**src/rtl/axi_mux2_serial_pkg.sv**
```systemverilog
// Shared AXI channel structs and FSM state encodings for the 2:1 serial AXI mux.
package axi_conf;

    localparam int ID_W   = 4;
    localparam int ADDR_W = 32;
    localparam int DATA_W = 32;
    localparam int STRB_W = DATA_W / 8;
    localparam int USER_W = 2;

    typedef struct packed {
        logic [ID_W-1:0]   id;
        logic [ADDR_W-1:0] addr;
        logic [7:0]        len;
        logic [2:0]        size;
        logic [1:0]        burst;
        logic [USER_W-1:0] user;
    } ax_chan_t;

    typedef struct packed {
        logic [DATA_W-1:0] data;
        logic [STRB_W-1:0] strb;
        logic              last;
        logic [USER_W-1:0] user;
    } w_chan_t;

    typedef struct packed {
        logic [ID_W-1:0]   id;
        logic [1:0]        resp;
        logic [USER_W-1:0] user;
    } b_chan_t;

    typedef struct packed {
        logic [ID_W-1:0]   id;
        logic [DATA_W-1:0] data;
        logic [1:0]        resp;
        logic              last;
        logic [USER_W-1:0] user;
    } r_chan_t;

    typedef struct packed {
        ax_chan_t aw;
        logic     aw_valid;
        w_chan_t  w;
        logic     w_valid;
        logic     b_ready;
        ax_chan_t ar;
        logic     ar_valid;
        logic     r_ready;
    } req_t;

    typedef struct packed {
        logic    aw_ready;
        logic    w_ready;
        b_chan_t b;
        logic    b_valid;
        logic    ar_ready;
        r_chan_t r;
        logic    r_valid;
    } resp_t;

    typedef enum logic [1:0] {W_IDLE, W_ADDR, W_DATA, W_RESP} wr_state_e;
    typedef enum logic [1:0] {R_IDLE, R_ADDR, R_DATA} rd_state_e;

endpackage

```
**src/rtl/axi_rr_arb2.sv**
```systemverilog
// Two-way grant: round-robin with a 1-bit preference pointer, or fixed priority (port 0).
module axi_rr_arb2 #(
    parameter bit RR_ENABLE = 1'b1
) (
    input  logic       clk,
    input  logic       rst,
    input  logic [1:0] req,
    input  logic       take,
    output logic       gnt_idx
);

    logic ptr;

    // A lone requester always wins; the pointer only breaks ties.
    always_comb begin
        if (req == 2'b11) gnt_idx = RR_ENABLE ? ptr : 1'b0;
        else              gnt_idx = req[1] & ~req[0];
    end

    always_ff @(posedge clk or posedge rst) begin
        if (rst)                    ptr <= 1'b0;
        else if (RR_ENABLE && take) ptr <= ~gnt_idx;
    end

endmodule

```
**src/rtl/axi_mux2_serial.sv**
```systemverilog
// 2:1 AXI mux with independent write and read FSMs; one transaction per direction in flight.
module axi_mux2_serial
    import axi_conf::*;
#(
    parameter bit RR_ENABLE = 1'b1
) (
    input  logic            clk_i,
    input  logic            rst_i,
    input  axi_conf::req_t  slv0_req_i,
    output axi_conf::resp_t slv0_resp_o,
    input  axi_conf::req_t  slv1_req_i,
    output axi_conf::resp_t slv1_resp_o,
    output axi_conf::req_t  mst_req_o,
    input  axi_conf::resp_t mst_resp_i,
    output logic            wr_owner_o,
    output logic            rd_owner_o,
    output logic            busy_o
);

    wr_state_e  wr_state;
    rd_state_e  rd_state;
    logic       wr_owner, rd_owner;
    logic       wr_gnt, rd_gnt;
    logic [1:0] aw_req, ar_req;
    logic       aw_hs, w_hs, b_hs, ar_hs, r_hs;
    req_t       slv_req  [2];
    resp_t      slv_resp [2];

    assign slv_req[0]  = slv0_req_i;
    assign slv_req[1]  = slv1_req_i;
    assign slv0_resp_o = slv_resp[0];
    assign slv1_resp_o = slv_resp[1];

    assign aw_req = {slv1_req_i.aw_valid, slv0_req_i.aw_valid};
    assign ar_req = {slv1_req_i.ar_valid, slv0_req_i.ar_valid};

    axi_rr_arb2 #(.RR_ENABLE(RR_ENABLE)) u_wr_arb (
        .clk     (clk_i),
        .rst     (rst_i),
        .req     (aw_req),
        .take    ((wr_state == W_IDLE) && (|aw_req)),
        .gnt_idx (wr_gnt)
    );

    axi_rr_arb2 #(.RR_ENABLE(RR_ENABLE)) u_rd_arb (
        .clk     (clk_i),
        .rst     (rst_i),
        .req     (ar_req),
        .take    ((rd_state == R_IDLE) && (|ar_req)),
        .gnt_idx (rd_gnt)
    );

    assign aw_hs = mst_req_o.aw_valid & mst_resp_i.aw_ready;
    assign w_hs  = mst_req_o.w_valid  & mst_resp_i.w_ready;
    assign b_hs  = mst_req_o.b_ready  & mst_resp_i.b_valid;
    assign ar_hs = mst_req_o.ar_valid & mst_resp_i.ar_ready;
    assign r_hs  = mst_req_o.r_ready  & mst_resp_i.r_valid;

    always_ff @(posedge clk_i or posedge rst_i) begin
        if (rst_i) begin
            wr_state <= W_IDLE;
            wr_owner <= 1'b0;
        end else begin
            case (wr_state)
                W_IDLE: if (|aw_req) begin
                    wr_owner <= wr_gnt;
                    wr_state <= W_ADDR;
                end
                W_ADDR:  if (aw_hs) wr_state <= W_DATA;
                W_DATA:  if (w_hs && mst_req_o.w.last) wr_state <= W_RESP;
                W_RESP:  if (b_hs) wr_state <= W_IDLE;
                default: wr_state <= W_IDLE;
            endcase
        end
    end

    always_ff @(posedge clk_i or posedge rst_i) begin
        if (rst_i) begin
            rd_state <= R_IDLE;
            rd_owner <= 1'b0;
        end else begin
            case (rd_state)
                R_IDLE: if (|ar_req) begin
                    rd_owner <= rd_gnt;
                    rd_state <= R_ADDR;
                end
                R_ADDR:  if (ar_hs) rd_state <= R_DATA;
                R_DATA:  if (r_hs && mst_resp_i.r.last) rd_state <= R_IDLE;
                default: rd_state <= R_IDLE;
            endcase
        end
    end

    // Payloads always follow the owner; only valid/ready are gated by FSM state,
    // which is what lets reset drop every handshake signal asynchronously.
    always_comb begin
        mst_req_o    = '0;
        slv_resp[0]  = '0;
        slv_resp[1]  = '0;
        mst_req_o.aw = slv_req[wr_owner].aw;
        mst_req_o.w  = slv_req[wr_owner].w;
        mst_req_o.ar = slv_req[rd_owner].ar;
        for (int i = 0; i < 2; i++) begin
            slv_resp[i].b = mst_resp_i.b;
            slv_resp[i].r = mst_resp_i.r;
        end
        case (wr_state)
            W_ADDR: begin
                mst_req_o.aw_valid          = slv_req[wr_owner].aw_valid;
                slv_resp[wr_owner].aw_ready = mst_resp_i.aw_ready;
            end
            W_DATA: begin
                mst_req_o.w_valid          = slv_req[wr_owner].w_valid;
                slv_resp[wr_owner].w_ready = mst_resp_i.w_ready;
            end
            W_RESP: begin
                mst_req_o.b_ready          = slv_req[wr_owner].b_ready;
                slv_resp[wr_owner].b_valid = mst_resp_i.b_valid;
            end
            default: ;
        endcase
        case (rd_state)
            R_ADDR: begin
                mst_req_o.ar_valid          = slv_req[rd_owner].ar_valid;
                slv_resp[rd_owner].ar_ready = mst_resp_i.ar_ready;
            end
            R_DATA: begin
                mst_req_o.r_ready          = slv_req[rd_owner].r_ready;
                slv_resp[rd_owner].r_valid = mst_resp_i.r_valid;
            end
            default: ;
        endcase
    end

    assign wr_owner_o = wr_owner;
    assign rd_owner_o = rd_owner;
    assign busy_o     = (wr_state != W_IDLE) || (rd_state != R_IDLE);

endmodule

```
**config.mk**
```make
export PLATFORM = sky130hd
export DESIGN_NAME = axi_mux2_serial
export DESIGN_NICKNAME = d
export VERILOG_FILES = /design/src/rtl/axi_mux2_serial_pkg.sv /design/src/rtl/axi_rr_arb2.sv /design/src/rtl/axi_mux2_serial.sv
export SDC_FILE = /design/constraint.sdc
export NUM_CORES = 1
export LEC_CHECK = 0
export ABC_AREA = 1
export CAP_MARGIN = 20
export CORE_AREA = 2 2 233 235
export DETAILED_ROUTE_END_ITERATION = 8
export DIE_AREA = 0 0 235 237
export PLACE_DENSITY = 0.3
export SLEW_MARGIN = 10
export SYNTH_ARGS = -nofsm -noshare
export SYNTH_HDL_FRONTEND = slang
export SYNTH_SLANG_ARGS = --single-unit
```
**constraint.sdc**
```tcl
create_clock -name clk_i -period 4.5 [get_ports clk_i]
set_clock_uncertainty 0.15 [all_clocks]
set_input_delay 0.9 -clock clk_i [delete_from_list [all_inputs] [get_ports clk_i]]
set_output_delay 0.9 -clock clk_i [all_outputs]
set_load 0.01 [all_outputs]
```
Yosys cells after proc, flatten, opt, wreduce, memory -nomap -nowiden
Cells that the tools add are included.
- shifts and indexed selects: 0
- bitwise gates (word level): 13
- reduce and logical (&&, ||, !) cells: 17
- add/subtract/negate cells: 0
- equal/unequal tests: 14
- divide/modulo/power cells: 0
- $mul: 0
- muxes and demuxes: 39
- magnitude comparators: 4
- operators with widths (kind ; count):
    bitwise mux 108 bit ; 5
    two-way mux 146 bit ; 3
    one-hot mux 108 bit (3 select lines) ; 1
    demux 54 bit (select 1 bit) ; 5
    one-hot mux 108 bit (2 select lines) ; 1
    two-way mux 53 bit ; 4
    two-way mux 54 bit ; 1
    two-way mux 44 bit ; 1
    two-way mux 43 bit ; 1
    two-way mux 2 bit ; 7
    equality test 2 bit (second input constant) ; 5
    inequality test 2 bit (second input constant) ; 5
    two-way mux 1 bit ; 8
    one-hot mux 2 bit (4 select lines) ; 1
    AND 1 bit ; 7
    logical AND 1 bit ; 6
    one-hot mux 2 bit (3 select lines) ; 1
    equality test 2 x 1 -> 1 bit (second input constant) ; 2
    greater-or-equal comparator 2 bit (second input constant) ; 2
    zero test 2 bit ; 2
    < comparator 2 x 1 -> 1 bit (second input constant) ; 2
    inequality test 2 x 1 -> 1 bit (second input constant) ; 2
    NOT 1 bit ; 4
    NOT 1 -> 2 bit ; 2
    6 further kinds ; 9
- bits in registers: 8
- memories kept: 0
- word-level logic and storage cells: 93
- bits in read-only memories: 0
- bits in latches: 0
- output and inout port bits: 257
- input port bits: 348
- memory bits (writable): 0

Logic depth before layout (Yosys ltp)
- depth after elaboration: 9
- mapped depth: 12
- mapped depth without buffers: 8

By module
A second synthesis with hierarchy kept.
- cells, all modules: 739
- area, all modules: 3354.5 um^2
- modules (own cells, without submodules) (module ; cells each ; seq. area each (um^2) ; times used ; area each (um^2)):
    axi_mux2_serial ; 721 ; 150.1 ; 1 ; 3239.4
    axi_rr_arb2 ; 9 ; 25.0 ; 2 ; 57.6

Worst setup path after synthesis
OpenSTA, ideal clock, no wires.
- path type: register to output
- start: register rd_state[0]
- end: output slv1_resp_o[11] (netlist bit)
- data required time: 3.450 ns
- cell stages (with the launch flop): 8
- slack: 1.816 ns
- path buffers: 2
- arrival: 1.634 ns
- cell sequence: dfrtp_1 > inv_1 > ha_1 > inv_1 > nor3_2 > clkbuf_1 > nor2_1 > buf_4
- RTL lines (what ; line ; text):
    from (decl) ; axi_mux2_serial.sv:21 ; rd_state_e rd_state;
    from (signal assigned) ; axi_mux2_serial.sv:79 ; rd_state <= R_IDLE;
    from (signal assigned) ; axi_mux2_serial.sv:85 ; rd_state <= R_ADDR;
    from (signal assigned) ; axi_mux2_serial.sv:87 ; R_ADDR: if (ar_hs) rd_state <= R_DATA;
    to (decl) ; axi_mux2_serial.sv:12 ; output axi_conf::resp_t slv1_resp_o,

==> impl_metrics.csv <==
group,metric,value,unit
outcome,status,"finished clean",
logic_synthesis,synthMuxAreaShare,0,
global_route,grt_pass1_vias,6450,
floorplan,ios,605,
route,first_pass_iters,6,
logic_synthesis,netlist.top_cell.by_area,"nand2_1",
clock_network,cts_root_buf,"clkbuf_16",
logic_synthesis,ys_seq_area_frac,0.06042,
final_layout,nets,1616,
power_and_ir_drop,power.density,563.3,nW/µm²
worst_setup_path,cp-start-kind,"flop",
route,via_per_inst,3.176,
floorplan,die_h,237,µm
placed_design,dp.cells,1952,
logic_synthesis,synth_compound_area_frac,0.02039,
logic_synthesis,synthCells,733,
clock_network,clockBufferDepth,2,
clock_network,cts_setup_buffers,0,
logic_synthesis,synthSimpleGateAreaFrac,0.6832,
floorplan,core-area,53280,µm²
logic_synthesis,synth_top_cell_area_share,0.5574,
final_layout,n_fill_cell,6099,
sta,hold_viol_final,0,
power_and_ir_drop,vdd_drop_max,167.0,µV
final_layout,final_cell_mix,"clkdlybuf4s50_1, nand2_1, nor2_1",
route,drcViolationCount,0,
global_route,antenna_found_initial,8,
power_and_ir_drop,power.leakage,4.348,nW
sta,period_share,0.8722,
clock_network,clkLatencyLatePin,0.24,ns
sta,max_freq,0.2548,GHz
placed_design,hpwl,27.09,mm
sta,report.final.slew_viol_count,0,
route,wl_per_cell,15.99,µm
clock_network,cts.sinks,8,
logic_synthesis,yosys_warnings,0,
logic_synthesis,netlist_area,3313,µm²
final_layout,final_common_cell,"clkdlybuf4s50_1",
logic_synthesis,syn_nets,1088,
global_route,grt-ovfl-total,0,
worst_setup_path,cp-end-kind,"output pin",
sta,relSlewSlack,0.5016,
logic_synthesis,synth_top_cells_by_area,"nand2_1, buf_4, nor2_1, dfrtp_1, inv_1",
final_layout,finalNonFillerCells,1957,
floorplan,die-area,55700,µm²
global_route,grt_pass1_wl,43.66,mm
global_route,grt_max_degree,57,
run,drv_cap,0,
floorplan,die_w,235,µm
global_route,grt_usage,0.1053,
floorplan,start_util,0.06218,
worst_setup_path,setup.worst_path.class,"reg2out",
sta,setup-tns-final,0,ns
worst_setup_path,required,3.45,ns
sta,max_slew.worst_pin.slew,0.7464,ns
clock_network,postCtsHoldBufs,0,
logic_synthesis,async_flop_share,1.000,
logic_synthesis,netlist-cell-type-count,25,
placed_design,gp_congestion,0.7559,
logic_synthesis,synth-edff-count,0,
logic_synthesis,avgSynthCellArea,4.520,µm²
sta,rsz0062_at_grt,"false",
clock_network,numCtsBuffers,3,
clock_network,postCtsResizedCells,0,
logic_synthesis,ys.flop_type,"dfrtp_1",
sta,hold_ws,0.3414,ns
clock_network,cts.clk_slew.worst_paths,0.04,ns
logic_synthesis,synth_top_family_by_area,"simple AND/OR/NAND/NOR gates",
route,drtIter0Drc,172,
clock_network,htreeDepth,1,
route,wirelength,31.30,mm
sta,finalCriticalPeriod,3.925,ns
route,num_vias,6216,
route,ant_nets,0,
worst_setup_path,cp_max_fo,38,
final_layout,layout-drive-gt1-share,0.01986,
placed_design,io_buffers,604,
floorplan,rows,85,
hold_path,hp-class,"reg2reg",
clock_network,cts_tree,"yes",
worst_setup_path,worstPathArrival,2.87,ns
logic_synthesis,ys_ff_latch,8,
logic_synthesis,synth-xor-area-share,0,
logic_synthesis,synth-adder-area-share,0.02644,
sta,finalSetupViolations,0,
final_layout,area_growth,197.4,%
-- final cells by class --
cell class	instances	area (µm²)	share of cell area
multi-input cells	603	2425	0.2461
flip-flops and latches	8	205.2	0.02083
inverters	29	110.1	0.01118
repair buffers	616	6161	0.6253
clock buffers	3	75.07	0.007620
diodes	2	5.005	0.0005080
well taps	696	870.8	0.08839
-- worst max-delay path, stage by stage, from the launching register on --
cell	delay, ns
dfrtp_1	0.41
inv_1	0.09
ha_1	0.35
nor2_2	0.08
inv_2	0.09
nor3_4	0.04
inv_2	0.54
buf_4	0.28
nand2_1	0.06
nor2_1	0.12
clkdlybuf4s50_1	0.55
-- path summary, 6_finish.rpt --
| check | start | endpoint | slack (ns) | cells past startpoint |
|---|---|---|---|---|
| worst min register to register | u_wr_arb.ptr | u_wr_arb.ptr | 0.34 | 2 |
| worst max-delay path | wr_state[1] | slv1_resp_o[49] | 0.58 | 10 |
| worst max register to register | wr_owner_o | wr_state[0] | 2.19 | 7 |
| worst min-delay path | u_wr_arb.ptr | u_wr_arb.ptr | 0.34 | 2 |
| max in group asynchronous | rst_i | rd_owner_o | 3.03 | 2 |
| min in group asynchronous | rst_i | wr_owner_o | 0.82 | 2 |
-- routing by layer --
| layer | GRT usage | wire (µm) | vias up | share of wire |
|---|---|---|---|---|
| met1 | 0.1070 | 11400 | 2651 | 0.36 |
| met3 | 0.04383 | 3136 | 20 | 0.10 |
| met2 | 0.2048 | 16470 | 351 | 0.53 |
| li1 | - | - | 3188 | - |
| met4 | 0.01055 | 247 | 6 | 0.0079 |
| met5 | 0 | 42 | - | 0.0013 |
-- kinds of logic after synthesis --
kind of cell,after synthesis
compound gates,11
fa+ha+maj,7
buf+inv,122
flops,8
simple gates,585
-- state kept, by name, summed over array words and instances, names as in the netlist --
signal,count
rd_state,2
wr_state,2
rd_owner_o,1
u_rd_arb.ptr,1
u_wr_arb.ptr,1
wr_owner_o,1
-- cell usage after synthesis (6+ instances only) --
| cell | n |
|---|---|
| dfrtp_1 | 8 |
| nand3_1 | 13 |
| buf_4 | 49 |
| nand2_1 | 492 |
| clkbuf_1 | 9 |
| a21oi_1 | 6 |
| ha_1 | 7 |
| inv_1 | 26 |
| nor2_1 | 63 |
| buf_2 | 18 |
| buf_1 | 13 |
-- power by group --
group / internal, W / leakage [nW] / switching, W
registers: 0.000113 / 0.0939 / 0.0000530
logic: 0.00259 / 4.22 / 0.00264
clock network: 0.000115 / 0.0370 / 0.0000379
total: 0.00282 / 4.35 / 0.00273
-- stage by stage --
| step | worst slack (ns) | total power [W] | utilization | area, µm² |
|---|---|---|---|---|
| floorplan | 1.816 | 0.002668 | - | 3313 |
| global placement | 0.7814 | 0.005606 | 0.1834 | 9772 |
| finish | 0.5752 | 0.005550 | 0.1849 | 9852 |
| CTS | 0.4951 | 0.005734 | 0.1848 | 9847 |
| detailed placement | 0.7471 | 0.005543 | 0.1834 | 9772 |
| global route | 0.2654 | 0.006060 | 0.1848 | 9847 |
Note: power is estimated with default switching activity, not from simulation.
